<file path="src/rtl/ram_arb_pkg.sv">
// Shared port identifiers and read-tag type for the two-port RAM arbiter.
package ram_arb_pkg;

    localparam logic PORT_A = 1'b0;
    localparam logic PORT_B = 1'b1;

    typedef struct packed {
        logic valid;
        logic owner;
    } rd_tag_t;

endpackage

</file>
<file path="src/rtl/rr_arb2.sv">
// Two-way round-robin grant; the port that did not own the last accepted
// command wins when both request.
module rr_arb2
    import ram_arb_pkg::*;
(
    input  logic       clk,
    input  logic       rst_n,
    input  logic [1:0] req,
    input  logic       accept,
    output logic [1:0] gnt
);

    logic r_last_owner;
    logic [1:0] w_gnt;

    // Grant decode: bit 0 is port A, bit 1 is port B.
    always_comb begin
        w_gnt = 2'b00;
        case (req)
            2'b01:   w_gnt = 2'b01;
            2'b10:   w_gnt = 2'b10;
            2'b11: begin
                if (r_last_owner == PORT_A) begin
                    w_gnt = 2'b10;
                end else begin
                    w_gnt = 2'b01;
                end
            end
            default: w_gnt = 2'b00;
        endcase
    end

    // Remember who was served last; reset to B so A wins the first tie.
    always_ff @(posedge clk or negedge rst_n) begin
        if (!rst_n) begin
            r_last_owner <= PORT_B;
        end else if (accept) begin
            r_last_owner <= w_gnt[1] ? PORT_B : PORT_A;
        end else begin
            r_last_owner <= r_last_owner;
        end
    end

    assign gnt = w_gnt;

endmodule

</file>
<file path="src/rtl/ram_port_arbiter.sv">
// Shares one registered-read single-port RAM between requesters A and B,
// with round-robin command selection and tagged read-data return.
module ram_port_arbiter
    import ram_arb_pkg::*;
#(
    parameter int DATA_WIDTH = 8,
    parameter int ADDR_WIDTH = 4,
    parameter int CNT_WIDTH  = 8
) (
    input  logic                  clk,
    input  logic                  rst_n,
    input  logic                  a_req,
    input  logic                  a_we,
    input  logic [ADDR_WIDTH-1:0] a_addr,
    input  logic [DATA_WIDTH-1:0] a_wdata,
    output logic                  a_gnt,
    output logic                  a_rvalid,
    output logic [DATA_WIDTH-1:0] a_rdata,
    input  logic                  b_req,
    input  logic                  b_we,
    input  logic [ADDR_WIDTH-1:0] b_addr,
    input  logic [DATA_WIDTH-1:0] b_wdata,
    output logic                  b_gnt,
    output logic                  b_rvalid,
    output logic [DATA_WIDTH-1:0] b_rdata,
    output logic                  ram_we,
    output logic [ADDR_WIDTH-1:0] ram_addr,
    output logic [DATA_WIDTH-1:0] ram_din,
    input  logic [DATA_WIDTH-1:0] ram_dout,
    output logic [CNT_WIDTH-1:0]  contention_cnt
);

    logic [1:0]            w_gnt;
    logic                  w_accept;
    logic                  w_sel_b;
    logic                  w_sel_we;
    logic [ADDR_WIDTH-1:0] w_sel_addr;
    logic [DATA_WIDTH-1:0] w_sel_wdata;

    logic                  r_ram_we;
    logic [ADDR_WIDTH-1:0] r_ram_addr;
    logic [DATA_WIDTH-1:0] r_ram_din;
    rd_tag_t               r_tag1;
    rd_tag_t               r_tag2;
    logic [DATA_WIDTH-1:0] r_a_rdata;
    logic [DATA_WIDTH-1:0] r_b_rdata;
    logic [CNT_WIDTH-1:0]  r_cnt;

    rr_arb2 u_rr_arb2 (
        .clk    (clk),
        .rst_n  (rst_n),
        .req    ({b_req, a_req}),
        .accept (w_accept),
        .gnt    (w_gnt)
    );

    assign a_gnt    = w_gnt[0];
    assign b_gnt    = w_gnt[1];
    assign w_accept = (a_req & w_gnt[0]) | (b_req & w_gnt[1]);
    assign w_sel_b  = w_gnt[1];

    // Command mux for the granted port.
    always_comb begin
        w_sel_we    = a_we;
        w_sel_addr  = a_addr;
        w_sel_wdata = a_wdata;
        if (w_sel_b) begin
            w_sel_we    = b_we;
            w_sel_addr  = b_addr;
            w_sel_wdata = b_wdata;
        end else begin
            w_sel_we    = a_we;
            w_sel_addr  = a_addr;
            w_sel_wdata = a_wdata;
        end
    end

    // RAM pin register; address and data hold when idle so the RAM sees no glitches.
    always_ff @(posedge clk or negedge rst_n) begin
        if (!rst_n) begin
            r_ram_we   <= 1'b0;
            r_ram_addr <= {ADDR_WIDTH{1'b0}};
            r_ram_din  <= {DATA_WIDTH{1'b0}};
        end else if (w_accept) begin
            r_ram_we   <= w_sel_we;
            r_ram_addr <= w_sel_addr;
            r_ram_din  <= w_sel_wdata;
        end else begin
            r_ram_we   <= 1'b0;
            r_ram_addr <= r_ram_addr;
            r_ram_din  <= r_ram_din;
        end
    end

    // Read tags follow the command through the pin stage and the RAM stage.
    always_ff @(posedge clk or negedge rst_n) begin
        if (!rst_n) begin
            r_tag1 <= '{valid: 1'b0, owner: PORT_B};
            r_tag2 <= '{valid: 1'b0, owner: PORT_B};
        end else begin
            r_tag1 <= '{valid: w_accept & ~w_sel_we, owner: w_sel_b};
            r_tag2 <= r_tag1;
        end
    end

    assign a_rvalid = r_tag2.valid & (r_tag2.owner == PORT_A);
    assign b_rvalid = r_tag2.valid & (r_tag2.owner == PORT_B);

    // Keep the last delivered word so rdata is stable between strobes.
    always_ff @(posedge clk or negedge rst_n) begin
        if (!rst_n) begin
            r_a_rdata <= {DATA_WIDTH{1'b0}};
            r_b_rdata <= {DATA_WIDTH{1'b0}};
        end else begin
            r_a_rdata <= a_rvalid ? ram_dout : r_a_rdata;
            r_b_rdata <= b_rvalid ? ram_dout : r_b_rdata;
        end
    end

    // RAM output is only valid the cycle after its capture edge, so strobe cycles pass it straight through.
    assign a_rdata = a_rvalid ? ram_dout : r_a_rdata;
    assign b_rdata = b_rvalid ? ram_dout : r_b_rdata;

    // Saturating count of cycles where both ports request.
    always_ff @(posedge clk or negedge rst_n) begin
        if (!rst_n) begin
            r_cnt <= {CNT_WIDTH{1'b0}};
        end else if (a_req && b_req && (r_cnt != {CNT_WIDTH{1'b1}})) begin
            r_cnt <= r_cnt + {{(CNT_WIDTH-1){1'b0}}, 1'b1};
        end else begin
            r_cnt <= r_cnt;
        end
    end

    assign ram_we         = r_ram_we;
    assign ram_addr       = r_ram_addr;
    assign ram_din        = r_ram_din;
    assign contention_cnt = r_cnt;

endmodule

</file>
<file path="config.mk">
export PLATFORM = sky130hd
export DESIGN_NAME = ram_port_arbiter
export DESIGN_NICKNAME = d
export VERILOG_FILES = /design/src/rtl/ram_arb_pkg.sv /design/src/rtl/rr_arb2.sv /design/src/rtl/ram_port_arbiter.sv
export SDC_FILE = /design/constraint.sdc
export NUM_CORES = 1
export LEC_CHECK = 0
export CAP_MARGIN = 0
export CORE_UTILIZATION = 40
export DETAILED_ROUTE_END_ITERATION = 8
export PLACE_DENSITY = 0.75
export SKIP_LAST_GASP = 1
export SYNTH_ARGS = -nofsm -noshare
export SYNTH_HDL_FRONTEND = slang
export SYNTH_SLANG_ARGS = --single-unit
</file>
<file path="constraint.sdc">
create_clock -name clk -period 1.78 [get_ports clk]
set_input_delay 0.445 -clock clk [delete_from_list [all_inputs] [get_ports clk]]
set_output_delay 0.445 -clock clk [all_outputs]
set_load 0.02 [all_outputs]
</file>
# --- Word-level counts from Yosys, hierarchy flattened ---
# Cells that the tools add are included.
word_totals:
  reg_bits: 42
  in_bits: 38
  out_inout_bits: 41
op_classes:
  n_addsub: 1
  eq_ne: 4
  muxes: 9
  bitwise: 8
  reduce_logical: 2
ops:
  columns: ["cell", "count"]
  rows:
  - ["8-bit 2-to-1 mux", 3]
  - ["8-bit by 1-bit adder with 8-bit output (second input constant)", 1]
  - ["8-bit inequality test (second input constant)", 1]
  - ["2-bit one-hot mux with 3 select lines", 1]
  - ["1-bit bitwise AND", 5]
  - ["2-bit equality test (second input constant)", 2]
  - ["4-bit 2-to-1 mux", 1]
  - ["1-bit 2-to-1 mux", 3]
  - ["2-bit by 1-bit equality test with 1-bit output (second input constant)", 1]
  - ["1-bit logical AND", 2]
  - ["2-bit 2-to-1 mux", 1]
  - ["1-bit inverter", 2]
  - ["1-bit OR", 1]

# --- Logic depth before layout (Yosys ltp) ---
# Gate-level depths: netlist of run 1.
depth:
  word_depth: 5
  mapped_depth: 5
  mapped_depth_nobuf: 5

# --- Cells and area by module ---
# Synthesis of run 1 repeated with hierarchy kept, for this count alone.
unflattened:
  cells_unflattened: 141
  area_unflattened_um2: 1788.0
by_module_without_submodules:
  columns: ["module", "instances", "cells_each", "area_per_inst_um2"]
  rows:
  - ["ram_port_arbiter", 1, 136, 1724.2]
  - ["rr_arb2", 1, 5, 63.8]

# --- Worst setup path after synthesis of run 1 ---
# No wires, ideal clock.
synth_path:
  kind: "register to register"
  startpoint: "reg r_cnt[0], in the netlist contention_cnt[0]"
  endpoint: "reg r_cnt[1], in the netlist contention_cnt[1]"
  arrival_ns: 1.511
  required_ns: 1.655
  slack_ns: 0.145
  path_stages_with_launch: 6
  path_cell_list: "dfrtp_1 -> ha_1 -> and2_1 -> nand4_4 -> nand3_1 -> mux2_2"
synth_via:
  elab_chain_len: 2
  elab_cells_between_ends: 3
synth_lines:
  columns: ["element", "line", "text"]
  rows:
  - ["from (decl)", "ram_port_arbiter.sv:47", "logic [CNT_WIDTH-1:0] r_cnt;"]
  - ["from (signal assigned)", "ram_port_arbiter.sv:127", "r_cnt <= {CNT_WIDTH{1'b0}};"]
  - ["from (signal assigned)", "ram_port_arbiter.sv:129", "r_cnt <= r_cnt + {{(CNT_WIDTH-1){1'b0}}, 1'b1};"]
  - ["from (signal assigned)", "ram_port_arbiter.sv:131", "r_cnt <= r_cnt;"]
  - ["parallel branches: the longest is 2 deep, another holds 8-bit by 1-bit adder with 8-bit output", null, null]
# Parallel ways; which one is timed is not known.
# A chain may end at the register's enable or synchronous reset.

# --- Worst setup path in the final report of run 1 ---
layout_path:
  startpoint: "reg r_tag2[0] (netlist bit)"
  endpoint: "out a_rdata[6]"
layout_via:
  elab_chain_len: 3
layout_lines:
  columns: ["element", "line", "text"]
  rows:
  - ["from (decl)", "ram_port_arbiter.sv:44", "rd_tag_t r_tag2;"]
  - ["from (signal assigned)", "ram_port_arbiter.sv:99", "r_tag2 <= '{valid: 1'b0, owner: PORT_B};"]
  - ["from (signal assigned)", "ram_port_arbiter.sv:102", "r_tag2 <= r_tag1;"]
  - ["1-bit inverter", "ram_port_arbiter.sv:106", "assign a_rvalid = r_tag2.valid & (r_tag2.owner == PORT_A);"]
  - ["1-bit bitwise AND", "ram_port_arbiter.sv:106", null]
  - ["8-bit 2-to-1 mux", "ram_port_arbiter.sv:121", "assign a_rdata = a_rvalid ? ram_dout : r_a_rdata;"]
  - ["to (decl)", "ram_port_arbiter.sv:18", "output logic [DATA_WIDTH-1:0] a_rdata,"]
# No other way between the ends.

==> results_dict.tcl, run 1 <==
set metrics [dict create \
    timing.final.max_slew_violations 0 \
    path_max_fanout 5 \
    crit_type "flip-flop to output pin" \
    synth_compound_area_share_pct 9.52 \
    ys_types 32 \
    grt-ovfl-total 0 \
    grt_pass1_vias 1702 \
    ir_worst_vdd_mv 0.556 \
    period_minus_slack_ns 1.99 \
    setup_violations 18 \
    status "finished, violations left" \
    stdcell_count 299 \
    grt_max_degree 23 \
    clock_skew_ns 0.00690 \
    die_y_um 70.3 \
    n_antenna_cell 0 \
    vias 1553 \
    gp_congestion 0.826 \
    synth_top_family_by_area "multiplexers" \
    min_path_type "input port to asynchronous set/reset pin" \
    relSlewSlack_pct 67.4 \
    end_kind "output pin" \
    die_x_um 70.3 \
    antenna_found_initial 0 \
    muxShareOfSynthArea_pct 17.9 \
    vias_per_cell 5.19 \
    postSynthAreaPerCell_sq_um 13.2 \
    violations "negative setup slack" \
    synth-simple-area-share_pct 10.1 \
    synth_area_leaders "dfrtp_1 52%, mux2_2 11%, o221a_2 7.2%" \
    arrival_ns 1.55 \
    grt.total_usage_pct 20.5 \
    yosys.area_share.adder_pct 0.671 \
    ctsHoldBuffers 0 \
    final_area_sq_um 3050 \
    worstRegToRegCells 5 \
    wl_per_cell_um 16.6 \
    syn_area_sq_um 1870 \
    syn_inst 141 \
    hold_viol 0 \
    worstPathRequired_ns 1.33 \
    seq_area_frac_synth_pct 56.5 \
    nNetsFinal 286 \
    tightest_slew_ns 0.489 \
    dp.cells 278 \
    post_dp_cell_area_sq_um 2790 \
    layout-drive-gt1-share_pct 38.9 \
    grt_pass1_wl_mm 7.79 \
    cts_sinks 42 \
    rsz0062_at_grt "yes" \
    ys.warnings.count 0 \
    startpoint_type "flip-flop" \
    cts.htree.levels 2 \
    achievable-frequency_mhz 502 \
    area_growth_pct 63.4 \
    maxCapViolCount 0 \
    drt-total-wl_mm 4.96 \
    nFillCells 316 \
    synth_nets 180 \
    die-area_sq_um 4940 \
    synthXorXnorAreaFrac_pct 1.88 \
    io_pins 79 \
    drt_iter0_drc 40 \
    root_buffer "clkbuf_8" \
    cts_made_buffers 5 \
    insertion_delay_ns 0.28 \
    dpl.hpwl_mm 3.38 \
    initial_utilization_pct 42.3 \
    synth-seq-cells 42 \
    finalWorstSetupSlack_ns -0.213 \
    io_buffers 78 \
    min_period_over_period_pct 112 \
    drt_first_pass_iters 4 \
    power_leakage_nw 1.48 \
    synth_top_area_cell "dfrtp_1" \
    post-route-drc-count 0 \
    fin_hold_ws_ns 0.110 \
    cts_tree "built" \
    core_area_sq_um 4410 \
    rows 24 \
    antenna_left 0 \
    fin_setup_tns_ns -2.68 \
    synth.top_cell.area_share_pct 52.3 \
    post-route-util_pct 69.0 \
    clkTransAtPathRegs_ns 0.08 \
    power_density_nw_per_um2 1080 \
    clockBufferDepth 2 \
]
[layout by cell type (no fill, tap or decap), types with 2 or more instances in the layout]
cell type / synthesis / routed
clkdlybuf4s50_1: 0 / 47
dfrtp_1: 39 / 38
buf_4: 2 / 22
nand2_1: 17 / 16
buf_6: 1 / 15
mux2_4: 0 / 14
mux2i_1: 12 / 12
o221a_2: 12 / 12
dlygate4sd2_1: 0 / 8
buf_2: 2 / 7
inv_1: 6 / 5
clkbuf_8: 0 / 5
mux2_2: 18 / 4
nand3_1: 4 / 4
xnor2_1: 4 / 4
dfstp_2: 3 / 3
nand2_4: 1 / 2
nand2b_4: 0 / 2
clkbuf_1: 1 / 2
dlymetal6s2s_1: 0 / 2
buf_12: 0 / 2
[worst max-delay path: stages, from the launching register on]
cell	delay, ns
dfstp_2	0.60
nand2b_4	0.21
mux2_4	0.33
buf_6	0.13
[per-stage QoR]
step	setup slack [ns]	total power [W]
3_5_place_dp	-0.570	0.00261
6_report	-0.213	0.00331
4_1_cts	-0.222	0.00326
3_3_place_gp	-0.534	0.00257
5_1_grt	-0.262	0.00348
2_1_floorplan	0.145	0.00195
[logic make-up (layout without fill, tap and decap cells)]
kind of cell	Yosys count	count (layout)
compound gates	18	18
simple gates	33	35
fa+ha+maj	1	1
xor+xnor	4	4
buf+inv	12	116
flops	42	42
mux	31	31
[cells in the mapped netlist]
master    count
mux2_1        1
dfstp_2       3
mux2_2       18
nor2_4        1
nand2_1      17
buf_4         2
ha_1          1
inv_1         6
xnor2_1       4
nand3_1       4
nand4b_1      1
nor2_1        1
a21boi_0      1
clkbuf_1      1
nand2b_1      2
a22o_1        1
nand2_4       1
nand2_2       1
nand4_1       1
and3_4        1
dfrtp_1      39
o21ai_1       1
buf_6         1
and2_1        1
and3_1        1
mux2i_1      12
o221a_2      12
a41oi_1       1
buf_2         2
a31oi_1       1
o22ai_1       1
nand4_4       1
[where the power goes]
group	switching (W)	total [W]	internal, W	leakage (nW)
clock network	0.000294	0.000564	0.000270	0.0383
registers	0.000151	0.00133	0.00118	0.493
logic	0.000654	0.00142	0.000762	0.946
[layer usage]
metal  vias to the layer above  wire length [um]  GRT usage [%]
met4                         0               114           9.11
met2                        69              2640           36.8
met3                         8               268           5.63
met1                       753              1930           22.2
met5                         -                 0              0
li1                        723                 -              -
[final cells by class]
type | count | area [sq um] | area share, %
flip-flops and latches | 42 | 1060 | 34.6
repair buffers | 103 | 975 | 32.0
multi-input cells | 89 | 853 | 28.0
clock buffers | 7 | 76.3 | 2.50
well taps | 52 | 65.1 | 2.13
inverters | 6 | 22.5 | 0.739
[what timing repair did]
item | CTS | global route
pin swaps | 1 | 0
resized for setup | 127 | 15
buffers inserted | 7 | 6
gates cloned | 2 | 0
endpoints found under the setup margin | 26 | 20
[registers in the layout, summed over array words and instances (netlist names)]
| register | count |
|---|---|
| r_tag1 | 2 |
| r_a_rdata | 8 |
| ram_addr | 4 |
| r_tag2 | 2 |
| u_rr_arb2.r_last_owner | 1 |
| ram_we | 1 |
| ram_din | 8 |
| contention_cnt | 8 |
| r_b_rdata | 8 |
[final timing paths]
kind	startpoint	end	slack, ns
worst max-delay path	r_tag2[0]$_DFF_PN1_	a_rdata[6]	-0.21
worst min-delay path	rst_n	ram_din[1]$_DFFE_PN0P_	0.11
worst max register to register	contention_cnt[0]$_DFFE_PN0P_	contention_cnt[1]$_DFFE_PN0P_	0.16
worst min register to register	r_tag1[1]$_DFF_PN0_	r_tag2[1]$_DFF_PN0_	0.36
max in group asynchronous	rst_n	r_a_rdata[7]$_DFF_PN0_	1.18
min in group clk	r_tag1[1]$_DFF_PN0_	r_tag2[1]$_DFF_PN0_	0.36
(Power assumes the default switching activity.)
==> run 2: changes to the inputs <==
- SKIP_CTS_REPAIR_TIMING: default -> 1
==> results_dict.tcl, run 2 (same netlist as run 1, synthesis figures left out) <==
set metrics [dict create \
    power_frac_seq_pct 41.9 \
    r2r_start "contention_cnt[0]$_DFFE_PN0P_" \
    stdcell_count 287 \
    layout_common_cells "47 x clkdlybuf4s50_1, 39 x dfrtp_1, 22 x dlymetal6s2s_1, 16 x nand2_1, 14 x buf_4" \
    timing.final.max_slew_violations 0 \
    drt_iter0_drc 25 \
    cts.htree.levels 2 \
    die_x_um 70.3 \
    power_leakage_nw 1.52 \
    drt-total-wl_mm 4.60 \
    achievable-frequency_mhz 495 \
    path_max_fanout 4 \
    comb_power_share_pct 40.2 \
    setup_violations 16 \
    nNetsFinal 274 \
    ir_worst_vdd_mv 0.566 \
    period_minus_slack_ns 2.02 \
    layout_commonest_cell "clkdlybuf4s50_1" \
    p_int_w 0.00211 \
    p_sw_share_pct 33.0 \
    hold_viol 0 \
    dp.cells 278 \
    layout-drive-gt1-share_pct 30.2 \
    total_power_w 0.00314 \
    cp-startpoint "r_tag2[0]$_DFF_PN1_" \
    min_path_type "input port to asynchronous set/reset pin" \
    rows 24 \
    clkPwrFrac_pct 17.9 \
    antenna_left 0 \
    finalWorstSetupSlack_ns -0.241 \
    insertion_delay_ns 0.28 \
    relSlewSlack_pct 67.6 \
    wl_per_cell_um 16.0 \
    cts_made_buffers 5 \
    core_area_sq_um 4410 \
    gp_congestion 0.826 \
    arrival_ns 1.58 \
    end_kind "output pin" \
    die-area_sq_um 4940 \
    maxCapViolCount 0 \
    n_antenna_cell 0 \
    power_density_nw_per_um2 1070 \
    clkTransAtPathRegs_ns 0.08 \
    startpoint_type "flip-flop" \
    grt_max_degree 23 \
    drt_first_pass_iters 4 \
    grt-ovfl-total 0 \
    rsz0062_at_grt "yes" \
    die_y_um 70.3 \
    min_period_over_period_pct 114 \
    switchingPower_w 0.00104 \
    grt_pass1_vias 1635 \
    root_buffer "clkbuf_8" \
    area_growth_pct 57.8 \
    violations "negative setup slack" \
    tightest_slew_ns 0.486 \
    vias_per_cell 5.18 \
    initial_utilization_pct 42.3 \
    vias 1488 \
    crit_type "flip-flop to output pin" \
    io_buffers 78 \
    cts_sinks 42 \
    grt_pass1_wl_mm 7.31 \
    fin_hold_ws_ns 0.108 \
    cts_tree "built" \
    dpl.hpwl_mm 3.38 \
    grt.total_usage_pct 19.1 \
    antenna_found_initial 0 \
    status "finished, violations left" \
    worstPathRequired_ns 1.33 \
    io_pins 79 \
    post-route-drc-count 0 \
    clockBufferDepth 2 \
    clock_skew_ns 0.00686 \
]
[run 2: cell types whose count changed in the layout (fill, tap and decap cells not counted), moves of 3 or more]
cell / before / now
dlymetal6s2s_1: 2 / 22
buf_6: 15 / 4
mux2_2: 4 / 13
mux2_4: 14 / 5
buf_4: 22 / 14
dlygate4sd2_1: 8 / 0
buf_2: 7 / 1
clkbuf_2: 0 / 3
[run 2: power by group through the flow]
stage               clock (W)  sequential [W]  combinational, W
floorplan                   0         0.00143          0.000524
global placement            0         0.00132           0.00125
detailed placement          0         0.00133           0.00128
CTS                  0.000594         0.00132           0.00128
global route         0.000621         0.00135           0.00135
finish               0.000564         0.00132           0.00126
[run 2: worst max-delay path: stages (launching register included)]
cell and delay, ns:
dfstp_2 0.55, nand2b_2 0.18, mux2_2 0.36, dlymetal6s2s_1 0.21
[run 2: through the flow]
step,util (%),setup TNS [ns],instance area [sq um],worst slack (ns)
final,66.7,-3.18,2940,-0.241
after global routing,66.7,-4.32,2940,-0.308
after CTS,64.9,-13.05,2870,-0.708
after detailed placement,63.2,-7.59,2790,-0.570
after global placement,63.2,-7.25,2790,-0.534
after floorplan,-,0,1870,0.145
[run 2: layout make-up]
class,count,area [sq um]
Fill cell,323,1470
Clock buffer,7,76.3
Inverter,6,22.5
Sequential cell,42,1050
Multi-Input combinational cell,88,790
Timing Repair Buffer,92,936
Tap cell,52,65.1
[run 2: path summary, 6_finish.rpt]
check | end | slack [ns] | cells past startpoint
min in group clk | r_tag2[1]$_DFF_PN0_ | 0.36 | 0
max in group asynchronous | r_b_rdata[1]$_DFF_PN0_ | 1.18 | 2
setup / recovery | a_rdata[7] | -0.24 | 3
hold reg to reg | r_tag2[1]$_DFF_PN0_ | 0.36 | 0
setup reg to reg | contention_cnt[1]$_DFFE_PN0P_ | 0.16 | 5
hold / removal | ram_din[1]$_DFFE_PN0P_ | 0.11 | 1
[run 2: routing by layer]
layer,up-vias,wire (um),track usage (%)
met1,721,1820,20.0
li1,694,-,-
met4,0,114,9.11
met5,-,0,0
met3,8,325,5.92
met2,65,2340,34.4
